===== config.mk =====
export PLATFORM = sky130hd
export DESIGN_NAME = dir_reg_reader_flat
export DESIGN_NICKNAME = d
export VERILOG_FILES = /design/src/rtl/dir_pkg.sv /design/src/rtl/dir_reg_reader_if.sv /design/src/rtl/dir_reg_reader.sv /design/src/flat_wrapper.sv
export SDC_FILE = /design/constraint.sdc
export NUM_CORES = 1
export LEC_CHECK = 0
export ABC_AREA = 1
export CORE_ASPECT_RATIO = 1.4
export CORE_MARGIN = 5
export CORE_UTILIZATION = 46
export DETAILED_ROUTE_END_ITERATION = 10
export PLACE_DENSITY = 0.83
export SETUP_SLACK_MARGIN = 0.15
export SLEW_MARGIN = 5
export SYNTH_ARGS = -nofsm -noshare
export SYNTH_HDL_FRONTEND = slang
export SYNTH_SLANG_ARGS = --single-unit

===== constraint.sdc =====
create_clock -name clk -period 2.1 [get_ports clk]
set_input_delay 0.525 -clock clk [delete_from_list [all_inputs] [get_ports clk]]
set_output_delay 0.525 -clock clk [all_outputs]
set_load 0.1 [all_outputs]

===== src/rtl/dir_pkg.sv =====
// Shared constants and read-FSM state encoding for the direction-register block.
package dir_pkg;

  localparam int unsigned DIR_DATA_W = 8;
  localparam int unsigned DIR_N_REG  = 4;
  localparam int unsigned DIR_ADDR_W = 2;

  typedef enum logic [1:0] {
    IDLE = 2'd0,
    WAIT = 2'd1,
    RESP = 2'd2
  } dir_rd_state_t;

endpackage


===== src/rtl/dir_reg_reader_if.sv =====
// Host-side read bus of the direction-register reader: request in, beat handshake out.
interface dir_reg_reader_if;
  import dir_pkg::*;

  logic [DIR_ADDR_W-1:0] D;
  logic                  strob_in;
  logic                  choose_dir_reg;
  logic                  burst;
  logic [DIR_DATA_W-1:0] rd_data;
  logic [DIR_ADDR_W-1:0] rd_addr;
  logic                  rd_valid;
  logic                  rd_last;
  logic                  rd_ack;
  logic                  busy;
  logic                  overrun;

  modport master (
    output D, strob_in, choose_dir_reg, burst, rd_ack,
    input  rd_data, rd_addr, rd_valid, rd_last, busy, overrun
  );

  modport slave (
    input  D, strob_in, choose_dir_reg, burst, rd_ack,
    output rd_data, rd_addr, rd_valid, rd_last, busy, overrun
  );
endinterface


===== src/rtl/dir_reg_reader.sv =====
// Returns direction-register contents to the host after a programmable latency,
// optionally walking the remaining registers as a burst.
module dir_reg_reader
  import dir_pkg::*;
#(
  parameter int unsigned WAIT_CYCLES = 1
) (
  input  logic                             clk,
  input  logic                             rst,
  input  logic [DIR_N_REG*DIR_DATA_W-1:0]  dir_reg_q,
  dir_reg_reader_if.slave                  bus
);

  localparam int unsigned DATA_W = DIR_DATA_W;
  localparam int unsigned ADDR_W = DIR_ADDR_W;
  localparam int unsigned CNT_W  = 4;
  localparam bit          ZERO_WAIT = (WAIT_CYCLES == 0);
  localparam logic [CNT_W-1:0]  CNT_RELOAD = ZERO_WAIT ? '0 : CNT_W'(WAIT_CYCLES - 1);
  localparam logic [ADDR_W-1:0] LAST_ADDR  = ADDR_W'(DIR_N_REG - 1);

  dir_rd_state_t     state_q, state_d;
  logic [ADDR_W-1:0] addr_q, addr_d;
  logic              burst_q, burst_d;
  logic [CNT_W-1:0]  cnt_q, cnt_d;
  logic [DATA_W-1:0] rd_data_q, rd_data_d;
  logic [ADDR_W-1:0] rd_addr_q, rd_addr_d;
  logic              rd_valid_q, rd_valid_d;
  logic              rd_last_q, rd_last_d;
  logic              busy_q, busy_d;
  logic              overrun_q, overrun_d;

  logic              req;
  logic              sample;
  logic [ADDR_W-1:0] sample_addr;
  logic              sample_burst;

  // Next-state, counter and beat-capture logic
  always_comb begin
    state_d      = state_q;
    addr_d       = addr_q;
    burst_d      = burst_q;
    cnt_d        = cnt_q;
    rd_data_d    = rd_data_q;
    rd_addr_d    = rd_addr_q;
    rd_valid_d   = rd_valid_q;
    rd_last_d    = rd_last_q;
    overrun_d    = overrun_q;
    sample       = 1'b0;
    sample_addr  = addr_q;
    sample_burst = burst_q;
    req          = bus.strob_in & bus.choose_dir_reg;

    unique case (state_q)
      IDLE: begin
        if (req) begin
          addr_d    = bus.D;
          burst_d   = bus.burst;
          overrun_d = 1'b0;
          if (ZERO_WAIT) begin
            sample       = 1'b1;
            sample_addr  = bus.D;
            sample_burst = bus.burst;
            state_d      = RESP;
          end else begin
            cnt_d   = CNT_RELOAD;
            state_d = WAIT;
          end
        end
      end
      WAIT: begin
        if (req) overrun_d = 1'b1;
        if (cnt_q == '0) begin
          sample  = 1'b1;
          state_d = RESP;
        end else begin
          cnt_d = cnt_q - CNT_W'(1);
        end
      end
      RESP: begin
        if (req) overrun_d = 1'b1;
        if (rd_valid_q && bus.rd_ack) begin
          rd_valid_d = 1'b0;
          if (!rd_last_q) begin
            addr_d = addr_q + ADDR_W'(1);
            if (ZERO_WAIT) begin
              sample      = 1'b1;
              sample_addr = addr_q + ADDR_W'(1);
            end else begin
              cnt_d   = CNT_RELOAD;
              state_d = WAIT;
            end
          end else begin
            state_d = IDLE;
          end
        end
      end
      default: state_d = IDLE;
    endcase

    // Snapshot of the selected register; held until the host acks it
    if (sample) begin
      rd_data_d  = dir_reg_q[sample_addr*DATA_W +: DATA_W];
      rd_addr_d  = sample_addr;
      rd_valid_d = 1'b1;
      rd_last_d  = !sample_burst || (sample_addr == LAST_ADDR);
    end

    busy_d = (state_d != IDLE);
  end

  always_ff @(posedge clk) begin
    if (rst) begin
      state_q    <= IDLE;
      addr_q     <= '0;
      burst_q    <= 1'b0;
      cnt_q      <= '0;
      rd_data_q  <= '0;
      rd_addr_q  <= '0;
      rd_valid_q <= 1'b0;
      rd_last_q  <= 1'b0;
      busy_q     <= 1'b0;
      overrun_q  <= 1'b0;
    end else begin
      state_q    <= state_d;
      addr_q     <= addr_d;
      burst_q    <= burst_d;
      cnt_q      <= cnt_d;
      rd_data_q  <= rd_data_d;
      rd_addr_q  <= rd_addr_d;
      rd_valid_q <= rd_valid_d;
      rd_last_q  <= rd_last_d;
      busy_q     <= busy_d;
      overrun_q  <= overrun_d;
    end
  end

  assign bus.rd_data  = rd_data_q;
  assign bus.rd_addr  = rd_addr_q;
  assign bus.rd_valid = rd_valid_q;
  assign bus.rd_last  = rd_last_q;
  assign bus.busy     = busy_q;
  assign bus.overrun  = overrun_q;

endmodule

===== src/flat_wrapper.sv =====
// flat-port wrapper written by rule: the top's interface ports become plain ports
module dir_reg_reader_flat import dir_pkg::*;
#(
  parameter int unsigned WAIT_CYCLES = 1
)
  (clk, rst, dir_reg_q, bus_D, bus_strob_in, bus_choose_dir_reg, bus_burst, bus_rd_ack, bus_rd_data, bus_rd_addr, bus_rd_valid, bus_rd_last, bus_busy, bus_overrun);
  dir_reg_reader_if bus_i ();
  input  logic clk;
  input  logic rst;
  input  logic [DIR_N_REG*DIR_DATA_W-1:0] dir_reg_q;
  input wire logic [$bits(bus_i.D)-1:0] bus_D;
  input wire logic [$bits(bus_i.strob_in)-1:0] bus_strob_in;
  input wire logic [$bits(bus_i.choose_dir_reg)-1:0] bus_choose_dir_reg;
  input wire logic [$bits(bus_i.burst)-1:0] bus_burst;
  input wire logic [$bits(bus_i.rd_ack)-1:0] bus_rd_ack;
  output wire logic [$bits(bus_i.rd_data)-1:0] bus_rd_data;
  output wire logic [$bits(bus_i.rd_addr)-1:0] bus_rd_addr;
  output wire logic [$bits(bus_i.rd_valid)-1:0] bus_rd_valid;
  output wire logic [$bits(bus_i.rd_last)-1:0] bus_rd_last;
  output wire logic [$bits(bus_i.busy)-1:0] bus_busy;
  output wire logic [$bits(bus_i.overrun)-1:0] bus_overrun;
  assign bus_i.D = bus_D;
  assign bus_i.strob_in = bus_strob_in;
  assign bus_i.choose_dir_reg = bus_choose_dir_reg;
  assign bus_i.burst = bus_burst;
  assign bus_i.rd_ack = bus_rd_ack;
  assign bus_rd_data = bus_i.rd_data;
  assign bus_rd_addr = bus_i.rd_addr;
  assign bus_rd_valid = bus_i.rd_valid;
  assign bus_rd_last = bus_i.rd_last;
  assign bus_busy = bus_i.busy;
  assign bus_overrun = bus_i.overrun;
  dir_reg_reader #(.WAIT_CYCLES(WAIT_CYCLES)) u_core (.clk(clk), .rst(rst), .dir_reg_q(dir_reg_q), .bus(bus_i));
endmodule

---- Yosys cells after proc, flatten, opt, wreduce, memory -nomap -nowiden ----
Index checks and enable logic that the tools add are counted.
storage, ports and cells
  word-level logic and storage cells ...... 61
  register bits after elaboration ......... 23
  bits of input ports ..................... 40
  output and inout bits ................... 14
operators by class
  eq/ne operators ......................... 8
  $add $sub $neg .......................... 2
  shift operators ......................... 1
  bitwise gates (word level) .............. 1
  reduce and logical (&&, ||, !) cells .... 17
  mux-type cells .......................... 22
operators with widths
  operator                                                                number
  32-bit by 6-bit indexed part select with 8-bit output                   1
  4-bit 2-to-1 mux                                                        4
  2-bit 2-to-1 mux                                                        6
  4-bit case mux with 3 select lines                                      1
  2-bit nonzero test                                                      5
  1-bit 2-to-1 mux                                                        8
  2-bit by 1-bit != test with 1-bit output (second input constant)        3
  2-bit case mux with 3 select lines                                      1
  5-bit AND reduction                                                     1
  2-bit equality test (second input constant)                             2
  4-bit logical NOT                                                       1
  2-bit != test (second input constant)                                   2
  2-bit case mux with 2 select lines                                      1
  2-bit AND reduction                                                     2
  4-bit AND reduction                                                     1
  4-bit by 1-bit subtractor with 4-bit output (second input constant)     1
  3-bit AND reduction                                                     1
  3-bit nonzero test                                                      1
  2-bit by 1-bit adder with 2-bit output (second input constant)          1
  2-bit by 1-bit equality test with 1-bit output (second input constant)  1
  2-bit logical NOT                                                       1
  1-bit case mux with 2 select lines                                      1
  2-bit OR reduction                                                      1
  1-bit AND                                                               1
  other kinds (3)                                                         3

---- Logic depth before layout (Yosys ltp) ----
Gate-level depths: netlist of run 1.
  word-level depth ........................ 5
  gate-level depth with buffers ........... 9
  mapped depth without buffers ............ 8

---- Least setup slack after synthesis of run 1 ----
No wires, ideal clock.
  kind .................................... reg2reg
  from .................................... register u_core.rd_valid_q (netlist: u_core.bus.rd_valid)
  to ...................................... register u_core.addr_q[1]
  cell stages (with the launch flop) ...... 6
  path buffers ............................ 0
  path slack .............................. 418 ps
  arrival time ............................ 1566 ps
  data required time ...................... 1984 ps
  cell sequence ........................... dfxtp_1 nand3_1 nand2_1 nand3b_1 o21ai_0 nor2_1
on the way
  cells in the longest elaborated chain, start to end .. 3
RTL lines
  element                                                    line                   RTL
  start, declared                                            dir_reg_reader.sv:27   logic rd_valid_q, rd_valid_d;
  start signal, assigned                                     dir_reg_reader.sv:130  rd_valid_q <= rd_valid_d;
  1-bit logical AND                                          dir_reg_reader.sv:81   if (rd_valid_q && bus.rd_ack) begin
  2-bit by 1-bit != test with 1-bit output (no source line)  --
  4-bit AND reduction (no source line)                       --
  end signal, assigned                                       dir_reg_reader.sv:125  addr_q <= addr_d;
  end, declared                                              dir_reg_reader.sv:22   logic [ADDR_W-1:0] addr_q, addr_d;
Every way passes these cells.
A chain may end at the register's enable or synchronous reset.

---- Worst setup path after layout of run 1 ----
  from .................................... register u_core.state_q[1]
  to ...................................... register u_core.rd_addr_q[1] (netlist: u_core.bus.rd_addr[1])
on the way
  cells in the longest elaborated chain, start to end .. 2
RTL lines
  element                                         line                   RTL
  start, declared                                 dir_reg_reader.sv:21   dir_rd_state_t state_q, state_d;
  start signal, assigned                          dir_reg_reader.sv:124  state_q <= state_d;
  2-bit by 1-bit equality test with 1-bit output  dir_reg_reader.sv:53   unique case (state_q)
  1-bit 2-to-1 mux                                dir_reg_reader.sv:53
  end signal, assigned                            dir_reg_reader.sv:129  rd_addr_q <= rd_addr_d;
  end, declared                                   dir_reg_reader.sv:26   logic [ADDR_W-1:0] rd_addr_q, rd_addr_d;
Every way passes these cells.

==> results.md, run 1 <==
Worst hold path:
- The class of the tightest hold or removal check is flip-flop to flip-flop.
- In this run the most critical hold path is launched from u_core.burst_q.
- The path with the worst hold slack has its endpoint at u_core.burst_q.
- The count of cells along the worst hold path is 2.

Worst setup path:
- The number of cells on the worst reg-to-reg path is 6.
- Data on the critical path arrives at its endpoint at 1.77 ns.
- The register-to-register setup slack is 0.48 ns.
- The critical path in this run is classified as flip-flop to flip-flop.
- In this run the critical register-to-register path is launched from u_core.state_q[1].
- The critical path capture point type is a flip-flop.
- The endpoint identified for the worst register-to-register timing path is u_core.bus.rd_addr[1].
- STA classifies the critical path startpoint as a flip-flop.
- The data required time at the worst endpoint is 2.25 ns.
- The peak fanout along the critical path is 15.

Yosys:
- Of the synthesized area, sequential elements account for 0.349.
- Of the total synthesized cell area, the portion taken by XOR and XNOR cells is 0.
- The mapped cell area is 1320 um^2.
- Ranked by total cell area, the synthesized netlist is headed by sky130_fd_sc_hd__dfxtp_1 35%, sky130_fd_sc_hd__nor2_1 13%, sky130_fd_sc_hd__o21ai_0 9.1%, sky130_fd_sc_hd__nand2_1 9.1%, sky130_fd_sc_hd__ha_1 6.6%.
- The simple-gate share of the synthesized area is 0.288.
- The post-synthesis cell count is 199.
- Of the total synthesized cell area, the portion taken by full adders, half adders and majority gates is 0.0665.
- In this run, synthesis inferred 0 flip-flops with an integrated enable.
- The area fraction in compound gates after synthesis was 0.205.
- The cell type contributing the most total cell area after synthesis is sky130_fd_sc_hd__dfxtp_1.
- The largest family of logic cells by synthesized area is simple AND/OR/NAND/NOR gates.
- The flop and latch count out of synthesis is 23.
- The number of nets handed over by synthesis was 246.
- The most common flop cell mapped by yosys is sky130_fd_sc_hd__dfxtp_1.
- The multiplexer area fraction after synthesis is 0.
- The per-instance average area after synthesis is 6.62 um^2.
- After synthesis, the netlist uses 21 different library cells.
- The area fraction of the dominant cell type after synthesis is 0.349.
- Counting flops with an async set or reset pin after synthesis yields a share of 0.
- The total number of yosys warnings is 0.

Floorplanning:
- The width of the chip is 55.2 um.
- The die area is 4050 um^2.
- The height of the die is 73.3 um.
- The initial standard-cell utilization of the core is 0.467.
- The floorplan core area is 2820 um^2.
- Row generation in the floorplan step produced 23 rows.
- The top-level I/O count is 54.

CTS:
- The total number of clock tree sinks is 23.
- After clock tree synthesis, the clock-pin slew on the worst setup and hold paths is 0.08 ns.
- The total clock buffers created by CTS is 3.
- The clock reaches the later pin of the worst-skew pair after 0.26 ns.
- The TritonCTS clock tree is built.
- Gates resized during post-CTS repair numbered 0.
- The count of hold-fix buffers inserted at cts is 0.
- The buffer depth of the longest clock path is 2.
- The number of buffers inserted to repair setup after CTS is 0.
- The clock root buffer is sky130_fd_sc_hd__clkbuf_8.
- In this run the number of H-tree levels came out at 1.

Run:
- The number of max-cap violations is 0.

Layout:
- The layout has 282 filler cells.
- The finished layout holds 285 standard cells, fillers aside.
- In the final layout, the share of cells above drive strength 1 is 0.0968.
- The area growth from synthesis to layout is 40.7%.
- Summing all non-filler instances in the final layout gives an area of 1850 um^2.
- The number of antenna diodes in the final layout is 0.
- In the final layout, the multi-input gates occupy 737 um^2.
- The final net count is 296.
- Summing all flip-flop and latch instances after layout gives 460 um^2.

Routing:
- The total wire length after detailed routing is 3.34 mm.
- The detailed-route via count is 1395.
- The via count normalized by instance count is 4.89.
- The length of the first detailed-routing pass in iterations is 4.
- In the routed design, unresolved DRC markers number 0.
- The post-detailed-route wirelength per cell is 11.7 um.
- The number of DRC markers after the initial detailed-route iteration is 41.
- Once detail routing completed, the nets flagged for antenna violations numbered 0.

Timing:
- Setup violations remaining at the end of the flow were counted as 0.
- The hold violation total from the final report is 0.
- The max-slew violation count is 0.
- The final total negative setup slack is 0 ns.
- The timing-limited maximum frequency is 617 MHz.
- The tightest hold margin is 0.486 ns.
- The worst relative slew slack is 0.579.
- The transition time at the pin with the least slew margin is 0.631 ns.
- Setup repair after global routing left no endpoint under its margin.
- The worst setup skew after layout is 0.00485 ns.
- The ratio of final minimum period to clock period is 0.772.
- The time the final worst path needs with I/O delays and setup is 1.62 ns.

Power and ir drop:
- Summed over all cells, the static leakage comes to 0.000827 uW.
- The maximum ir drop on the vdd rail is 0.420 mV.
- Power comes to 1720 uW.
- Power spread over the standard cell area amounts to 926 nW/um^2.

Placement:
- The final weighted congestion in routability-driven placement is 0.817.
- Summing all placed instances gives a cell area of 1810 um^2.
- The estimated wirelength of the detail-placed design is 2.70 mm.
- The quantity of I/O buffers inserted on ports is 53.
- After detailed placement, the design holds a cell count of 281.

Global route:
- The first global-routing pass estimated 5.78 mm of wire.
- The pin count of the biggest net entering global routing is 21.
- In the global route stage, overall resource usage came out at 0.180.
- The number of antenna violations at the first check in global routing was 0.
- The via count of the first global-routing pass is 1379.
- For this run the aggregate overflow at the end of global routing stands at 0.

Outcome:
- The flow ran to the end, and the final reports show no timing, DRC or antenna violations.
==> power breakdown <==
part           switching [uW]  total [uW]  internal, uW
Sequential               77.3         586           508
Combinational             593         860           267
Clock                     139         272           132
Total                     809        1720           908
==> worst max-delay path: stages (launching register included) <==
cell and delay (ns):
sky130_fd_sc_hd__dfxtp_1 0.39, sky130_fd_sc_hd__inv_1 0.09, sky130_fd_sc_hd__ha_1 0.23, sky130_fd_sc_hd__nand3_2 0.27, sky130_fd_sc_hd__clkinv_2 0.24, sky130_fd_sc_hd__o21ai_0 0.22
sky130_fd_sc_hd__a21oi_1 0.05
==> synthesized netlist by cell type, types with 2 or more instances <==
cell / n
sky130_fd_sc_hd__nor2_1: 46
sky130_fd_sc_hd__nand2_1: 32
sky130_fd_sc_hd__o21ai_0: 24
sky130_fd_sc_hd__dfxtp_1: 23
sky130_fd_sc_hd__inv_1: 16
sky130_fd_sc_hd__a21oi_1: 11
sky130_fd_sc_hd__o21ai_1: 9
sky130_fd_sc_hd__o22ai_1: 8
sky130_fd_sc_hd__ha_1: 7
sky130_fd_sc_hd__nand3_1: 7
sky130_fd_sc_hd__buf_2: 4
sky130_fd_sc_hd__buf_6: 2
sky130_fd_sc_hd__nand3_2: 2
==> logic make-up (layout without fill, tap and decap cells) <==
kind of cell,Yosys count,count (layout)
AO/OA/AOI/OAI,52,52
adder cells (fa/ha/maj),7,7
buffers and inverters,26,75
flip-flops,23,23
AND/OR/NAND/NOR,91,91
==> final cells by class <==
class	count	area share
sequential	23	0.248
tap	37	0.0250
timing repair buffer	53	0.267
clock inverter	1	0.00270
multi-input combinational	150	0.397
clock buffer	3	0.0223
inverter	18	0.0371
==> registers in the layout, indices dropped and copies added, names as in the netlist <==
register	count
u_core.bus.rd_valid	1
u_core.state_q	2
u_core.burst_q	1
u_core.bus.rd_last	1
u_core.bus.rd_addr	2
u_core.bus.overrun	1
u_core.cnt_q	4
u_core.bus.rd_data	8
u_core.bus.busy	1
u_core.addr_q	2
==> how the worst max path moves through the flow <==
stage                              from                    end  slack [ns]  cells past startpoint
global placement                    rst       u_core.addr_q[1]        0.33                      4
CTS                   u_core.state_q[1]  u_core.bus.rd_addr[0]        0.44                      6
finish                u_core.state_q[1]  u_core.bus.rd_addr[1]        0.48                      6
floorplan           u_core.bus.rd_valid       u_core.addr_q[1]        0.42                      5
global route          u_core.state_q[0]  u_core.bus.rd_addr[0]        0.29                      5
detailed placement                  rst  u_core.bus.rd_addr[1]        0.33                      4
==> cell usage in the layout, fill, tap and decap left out, drive strengths merged <==
master and instances:
nor2 47, clkdlybuf4s50 39, o21ai 33, nand2 32, dfxtp 23, inv 17, buf 14, a21oi 11
nand3 9, o22ai 8, ha 7, clkbuf 3, clkinv 2, nand3b 1, nor3 1, nor3b 1
==> stage by stage <==
| stage | util | setup WS (ns) |
|---|---|---|
| final | 0.657 | 0.479 |
| after global routing | 0.657 | 0.295 |
| after CTS | 0.657 | 0.443 |
| after detailed placement | 0.641 | 0.328 |
| after global placement | 0.641 | 0.332 |
| after floorplan | - | 0.418 |
==> routing by layer <==
metal,vias to the layer above,wire (um),share of wire,track usage
li1,749,-,-,-
met1,590,1270,0.38,0.179
met2,52,1690,0.51,0.339
met3,4,330,0.099,0.0562
met4,0,47,0.014,0.0811
met5,-,0,0,0
Note: power is estimated with default switching activity, not from simulation.
==> run 2, diff against run 1 <==
--- a/config.mk
+++ b/config.mk
@@ -8,9 +8,9 @@
 export ABC_AREA = 1
 export CORE_ASPECT_RATIO = 1.4
 export CORE_MARGIN = 5
-export CORE_UTILIZATION = 46
+export CORE_UTILIZATION = 38
 export DETAILED_ROUTE_END_ITERATION = 10
-export PLACE_DENSITY = 0.83
+export PLACE_DENSITY = 0.73
 export SETUP_SLACK_MARGIN = 0.15
 export SLEW_MARGIN = 5
 export SYNTH_ARGS = -nofsm -noshare
==> constraint.sdc (replaced) <==
create_clock -name clk -period 1.4 [get_ports clk]
set_input_delay 0.35 -clock clk [delete_from_list [all_inputs] [get_ports clk]]
set_output_delay 0.35 -clock clk [all_outputs]
set_load 0.1 [all_outputs]
==> results.md, run 2 (synthesized netlist as in run 1, its figures left out) <==
Routing:
- The number of DRC markers after the initial detailed-route iteration is 54.
- Dividing the detail-routed wire length by the instance count gives 14.6 um.
- The number of nets still failing antenna checks after routing is 0.
- The detailed-route via count is 1581.
- In the routed design, unresolved DRC markers number 0.
- The length of the first detailed-routing pass in iterations is 4.
- The total wire length after detailed routing is 4.43 mm.
- After detailed routing, the number of vias per cell comes to 5.22.

Layout:
- The net count of the finished layout is 311.
- In the layout the commonest cells are 38 x sky130_fd_sc_hd__clkdlybuf4s50_1, 37 x sky130_fd_sc_hd__nor2_1, 22 x sky130_fd_sc_hd__nand2_1, 17 x sky130_fd_sc_hd__o21ai_0.
- Leaving out fill and tap cells, the most frequent cell in the layout is sky130_fd_sc_hd__clkdlybuf4s50_1.
- The final core area utilization is 0.729.
- 0 antenna diodes ended up in the layout.
- The fraction of layout cells with a size suffix above 1 is 0.369.
- The area growth from synthesis to layout is 87.0%.
- The final instance area is 2460 um^2.
- The register with the most flip-flops in the layout has 8 of them.
- The layout filler cell count is 244.

Worst setup path:
- In this design, the stage delay of the slowest critical-path cell is 0.41 ns.
- The worst setup path is captured at a flip-flop.
- The arrival time at the worst endpoint is 1.45 ns.
- Among cell families on the critical path, the largest total delay comes from simple AND/OR/NAND/NOR gates.
- The buffer and inverter count on the worst path is 1.
- The largest individual stage delay along the critical path comes from the cell sky130_fd_sc_hd__dfxtp_4.
- STA classifies the critical path startpoint as a flip-flop.
- Data on the critical path is required at its endpoint by 1.56 ns.
- Walking the worst path, the cells encountered are inv_4, ha_4, nand2_1, nand3_1, nand2_1, nand2_4, nand2_4, nand2_2.
- The critical path class is flip-flop to flip-flop.
- The peak fanout along the critical path is 8.

Timing:
- The tightest hold path in the finished design has a slack of 0.526 ns.
- Setup violations remaining at the end of the flow were counted as 0.
- The hold violation total from the final report came to 0.
- The max-slew violation count was 0.
- Of the available clock period, the critical path in the final layout requires 0.921.
- The time the final worst path needs with I/O delays and setup is 1.29 ns.
- The timing-limited maximum frequency is 776 MHz.
- For the pin with the worst max-slew slack, the measured transition is 0.297 ns.
- In this run the tightest slew margin relative to its limit is 0.802.
- Setup repair after global routing could not meet its margin everywhere.
- On the final layout, the worst clock skew is 0.00603 ns.

Power and ir drop:
- The combinational group share of total power is 0.590.
- The cell-internal power is 1760 uW.
- The switching component of the power is 1500 uW.
- Of the total power, the share spent switching nets is 0.460.
- The design draws 3260 uW.
- The analysis attributes to cell leakage a power of 0.000994 uW.
- Across the VDD grid, the largest voltage drop is 0.779 mV.
- The power share of the clock group is 0.129.
- The power density of the placed cells is 1320 nW/um^2.
- The fraction of power consumed by sequential logic is 0.280.

Global route:
- The number of antenna violations at the first check in global routing is 0.
- The pin count of the biggest net entering global routing is 18.
- The wire length of the first global-routing pass is 6.83 mm.
- The via count of the first global-routing pass is 1545.
- The total grt overflow is 0.
- The overall track demand over capacity in global routing is 0.187.

CTS:
- The TritonCTS clock tree is built.
- In this run the number of H-tree levels came out at 1.
- The clock reaches the later pin of the worst-skew pair after 0.27 ns.
- After clock tree synthesis, the flow added hold-fix buffers numbering 0.
- For this design, the sink count on the clock tree is 23.
- The clock root buffer is sky130_fd_sc_hd__clkbuf_8.
- The total clock buffers created by CTS is 3.
- The clock slew seen by the registers of the worst setup and hold paths is 0.09 ns.
- The clock passes through at most 2 buffers.

Outcome:
- The flow ran to the end, and the final reports show no timing, DRC or antenna violations.

Placement:
- The quantity of I/O buffers inserted on ports is 53.
- The estimated wirelength of the detail-placed design is 2.85 mm.
- Once placement finished, the instance area stood at 2060 um^2.
- At the end of routability-driven placement, the weighted congestion stood at 0.799.

Run:
- The tool flagged a number of max-cap violations equal to 0.

Floorplanning:
- The width of the chip is 59.8 um.
- The top-level I/O count is 54.
- The floorplan core area is 3380 um^2.
- For this configuration, the core starts out at a cell density of 0.390.
- The cell row count is 25.
- The die covers 4760 um^2.
- From bottom edge to top edge, the die measures 79.7 um.

Worst hold path:
- The class of the tightest hold or removal check is flip-flop to flip-flop.
## run 2: cell types whose count changed in the layout (fill, tap and decap cells not counted), sizes merged
cell	previous run	this run
dlygate4sd2	0	1
clkdlybuf4s50	39	38
clkinv	2	1
clkinvlp	0	1
buf	14	29
## run 2: cell type report
cell class	instances	area (um^2)	area share
sequential	23	493	0.200
inverter	18	83.8	0.0340
multi-input combinational	150	965	0.392
timing repair buffer	68	826	0.335
clock inverter	1	5.00	0.00203
clock buffer	3	41.3	0.0168
tap	40	50.0	0.0203
## run 2: per-stage QoR
step                      std cells  setup slack [ns]  TNS [ns]
after floorplan                 199             0.164         0
after global placement          291            -0.155     -1.68
after detailed placement        291            -0.212     -2.37
after CTS                       299             0.144         0
after global routing            303            0.0607         0
final                           303             0.111         0
## run 2: power by group through the flow
stage                     registers [uW]  logic (uW)  clock network (uW)
after global routing                 932        2040                 468
final                                915        1930                 421
after detailed placement             909        1560                   0
after global placement               906        1540                   0
after floorplan                     1320         578                   0
after CTS                            905        1700                 424
## run 2: tightest hold or removal path, cell delays in order, from the launching register on
cell and delay [ns]:
sky130_fd_sc_hd__dfxtp_4 0.37, sky130_fd_sc_hd__nand2_1 0.07, sky130_fd_sc_hd__a21oi_1 0.05
## run 2: worst paths after layout
kind	start	endpoint	slack, ns	cells past startpoint
min	u_core.bus.rd_valid	u_core.bus.rd_valid	0.53	2
max reg2reg	u_core.state_q[0]	u_core.bus.busy	0.11	8
max	u_core.state_q[0]	u_core.bus.busy	0.11	8
min reg2reg	u_core.bus.rd_valid	u_core.bus.rd_valid	0.53	2
## run 2: layer usage
metal	GRT usage	share of wire	up-vias
li1	-	-	780
met5	0	0	-
met4	0.0776	0.029	0
met3	0.0663	0.085	12
met1	0.188	0.36	729
met2	0.337	0.52	60
## run 2: timing repair
action | in CTS | in global routing
setup endpoints to repair | 21 | 19
gates resized for setup | 31 | 48
gates cloned | 1 | 0
pin swaps | 7 | 21
endpoints found under the hold margin | 0 | 0
setup buffers | 3 | 4
==> run 3, diff against run 2 <==
--- a/config.mk
+++ b/config.mk
@@ -7,7 +7,6 @@
 export LEC_CHECK = 0
 export ABC_AREA = 1
 export CORE_ASPECT_RATIO = 1.4
-export CORE_MARGIN = 5
 export CORE_UTILIZATION = 38
 export DETAILED_ROUTE_END_ITERATION = 10
 export PLACE_DENSITY = 0.73
==> results.md, run 3 (synthesized netlist as in run 1, its figures left out) <==
Outcome:
- The run finished with clean final reports.

Worst setup path:
- The critical path runs through a total of 6 cells.
- STA classifies the critical path startpoint as a flip-flop.
- Together, buffers and inverters on the worst path number 2.
- The largest individual stage delay along the critical path comes from the cell sky130_fd_sc_hd__dfxtp_2.
- The worst stage delay on the critical path is 0.32 ns.
- Along the worst path, the maximum fanout reaches 5.
- The depth of the worst register-to-register path is 6.
- Among cell families on the critical path, the largest total delay comes from flip-flops.
- For the worst setup path, the data required time is 1.60 ns.
- Walking the worst path, the cells encountered are inv_2, buf_4, ha_2, nor2_1, nand3_2, a21oi_1.
- In this run the worst setup path begins at u_core.cnt_q[0].
- The critical path in this run is classified as flip-flop to flip-flop.
- The beginning of the worst register-to-register path is u_core.cnt_q[0].
- The register-to-register setup slack is 0.16 ns.
- For the worst setup path, the data arrival time is 1.44 ns.
- The endpoint of the most critical setup path is u_core.cnt_q[1].
- The worst register-to-register path ends at u_core.cnt_q[1].
- The critical path capture point type is a flip-flop.

Power and ir drop:
- VDD sags by at most 0.827 mV.
- The power density of the placed cells is 1310 nW/um^2.
- The leakage power is 0.000981 uW.

Global route:
- The total grt overflow is 0.
- The via count of the first global-routing pass is 1405.
- The number of antenna violations at the first check in global routing is 0.
- The overall track demand over capacity in global routing is 0.197.
- Entering global routing, the biggest net connects 18 pins.
- The first global-routing pass estimated 5.62 mm of wire.

Timing:
- The ratio of final minimum period to clock period is 0.887.
- The final worst slack is 0.158 ns.
- The hold violation total from the final report is 0.
- Setup violations remaining at the end of the flow were counted as 0.
- The transition time at the pin with the least slew margin is 0.381 ns.
- The max-slew violation count is 0.
- The final total negative setup slack is 0 ns.
- The worst setup skew after layout is 0.00315 ns.
- Based on the critical path, the design can be clocked at up to 805 MHz.
- Measured against its own limit, the worst slew margin works out to 0.745.
- The worst path in the final design needs a cycle of 1.24 ns, including I/O delays and setup.
- Setup repair after global routing could not meet its margin everywhere.

Placement:
- Port buffering added 53 buffers.
- The estimated wirelength of the detail-placed design is 2.71 mm.
- The cell area reported after detailed placement is 2080 um^2.
- The congestion estimate from routability-driven global placement came to 0.811.
- The worst slack at placement is -0.142 ns.

Layout:
- Leaving out fill and tap cells, the most frequent cells in the layout are 39 x sky130_fd_sc_hd__nor2_1, 35 x sky130_fd_sc_hd__clkdlybuf4s50_1, 26 x sky130_fd_sc_hd__nand2_1, 20 x sky130_fd_sc_hd__o21ai_0, 16 x sky130_fd_sc_hd__dfxtp_2.
- The area of combinational cells with multiple inputs is 903 um^2.
- The area growth from synthesis to layout is 80.5%.
- The register with the most flip-flops in the layout has 8 of them.
- The library cell used most frequently in the layout, excluding fill and tap cells, is sky130_fd_sc_hd__nor2_1.
- The fraction of layout cells with a size suffix above 1 is 0.345.
- The finished cells cover 2380 um^2.
- The final layout contains 309 nets.
- Summing all flip-flop and latch instances after layout gives 495 um^2.
- 0 antenna diodes ended up in the layout.
- The layout has 234 filler cells.

CTS:
- The clock root buffer is sky130_fd_sc_hd__clkbuf_8.
- The TritonCTS clock tree is built.
- The count of hold-fix buffers inserted at cts is 0.
- The buffer depth of the longest clock path is 2.
- The total clock buffers created by CTS is 3.
- The total number of clock tree sinks is 23.
- Clock latency on the worst-skew pair, taken at its later pin, is 0.27 ns.
- The number of buffers inserted to repair setup after CTS is 0.
- In this run the number of H-tree levels came out at 1.
- The clock slew seen by the registers of the worst setup and hold paths is 0.08 ns.

Routing:
- The via count normalized by instance count is 5.01.
- After the first detailed-routing iteration, the DRC count stood at 23.
- The first TritonRoute pass finished after 4 iterations.
- Once detail routing completed, the nets flagged for antenna violations numbered 0.
- In the routed design, unresolved DRC markers number 0.
- After detailed routing, the average wire length per cell comes to 12.6 um.
- The routed layout has 1503 vias.
- For this block, the routed nets add up to 3.77 mm of wire.

Floorplanning:
- The die area is 3710 um^2.
- From left edge to right edge, the die measures 51.8 um.
- The initial standard-cell utilization of the core is 0.410.
- The cell row count is 24.
- The floorplan core area is 3210 um^2.
- Measured along the y axis, the die boundary spans 71.7 um.
- The top-level I/O count is 54.

Run:
- The tool flagged a number of max-cap violations equal to 0.

Worst hold path:
- The worst hold path belongs to the class input pin to flip-flop.
- In this run the most critical hold path is launched from bus_rd_ack.
run 3: cell count changes in the layout (fill, tap and decap cells not counted), moves of 3 or more:
cell	before	now
sky130_fd_sc_hd__buf_4	11	5
sky130_fd_sc_hd__buf_6	1	6
sky130_fd_sc_hd__clkdlybuf4s50_1	38	35
sky130_fd_sc_hd__dlymetal6s2s_1	0	4
sky130_fd_sc_hd__nand2_1	22	26
sky130_fd_sc_hd__nor2_4	7	3
sky130_fd_sc_hd__o21ai_0	17	20
run 3: metrics by stage:
step / std cells / power (uW) / hold slack (ns) / util
floorplan: 199 / 1900 / 0.409 / -
global placement: 293 / 2450 / 0.472 / 0.649
detailed placement: 293 / 2480 / 0.479 / 0.649
CTS: 297 / 2920 / 0.492 / 0.673
global route: 300 / 3280 / 0.492 / 0.740
finish: 300 / 3110 / 0.422 / 0.740
run 3: report_power, final:
part           leakage, uW  internal, uW  total (uW)  switching (uW)
clock            0.0000255           199         416             217
sequential        0.000198           786         917             131
combinational     0.000758           719        1780            1060
run 3: how the worst min path moves through the flow:
stage	end	slack [ns]	depth (start not counted)
after floorplan	u_core.bus.rd_valid	0.41	1
after global placement	u_core.cnt_q[1]	0.47	2
after detailed placement	u_core.cnt_q[1]	0.48	2
after CTS	u_core.cnt_q[1]	0.49	2
after global routing	u_core.bus.rd_valid	0.49	4
final	u_core.bus.rd_valid	0.42	4
run 3: timing repair:
action,4_1_cts,5_1_grt
gates cloned,0,3
endpoints found under the setup margin,19,21
resized for setup,10,62
pin swaps,2,19
run 3: layout make-up:
class,count,share of cell area
sequential,23,0.208
tap,39,0.0205
timing repair buffer,64,0.330
clock inverter,1,0.00210
multi-input combinational,150,0.380
inverter,18,0.0352
timing repair inverter,2,0.00631
clock buffer,3,0.0174
run 3: worst register-to-register path, stage by stage, from the launching register on:
cell and delay [ns]:
sky130_fd_sc_hd__dfxtp_2 0.32, sky130_fd_sc_hd__inv_2 0.07, sky130_fd_sc_hd__buf_4 0.14, sky130_fd_sc_hd__ha_2 0.26, sky130_fd_sc_hd__nor2_1 0.15, sky130_fd_sc_hd__nand3_2 0.10, sky130_fd_sc_hd__a21oi_1 0.14
run 3: per-layer routing:
metal	track usage	vias up	part of all wire
met4	0.0721	0	0.011
met5	0	-	0
li1	-	777	-
met2	0.384	54	0.54
met3	0.0510	4	0.058
met1	0.190	668	0.39
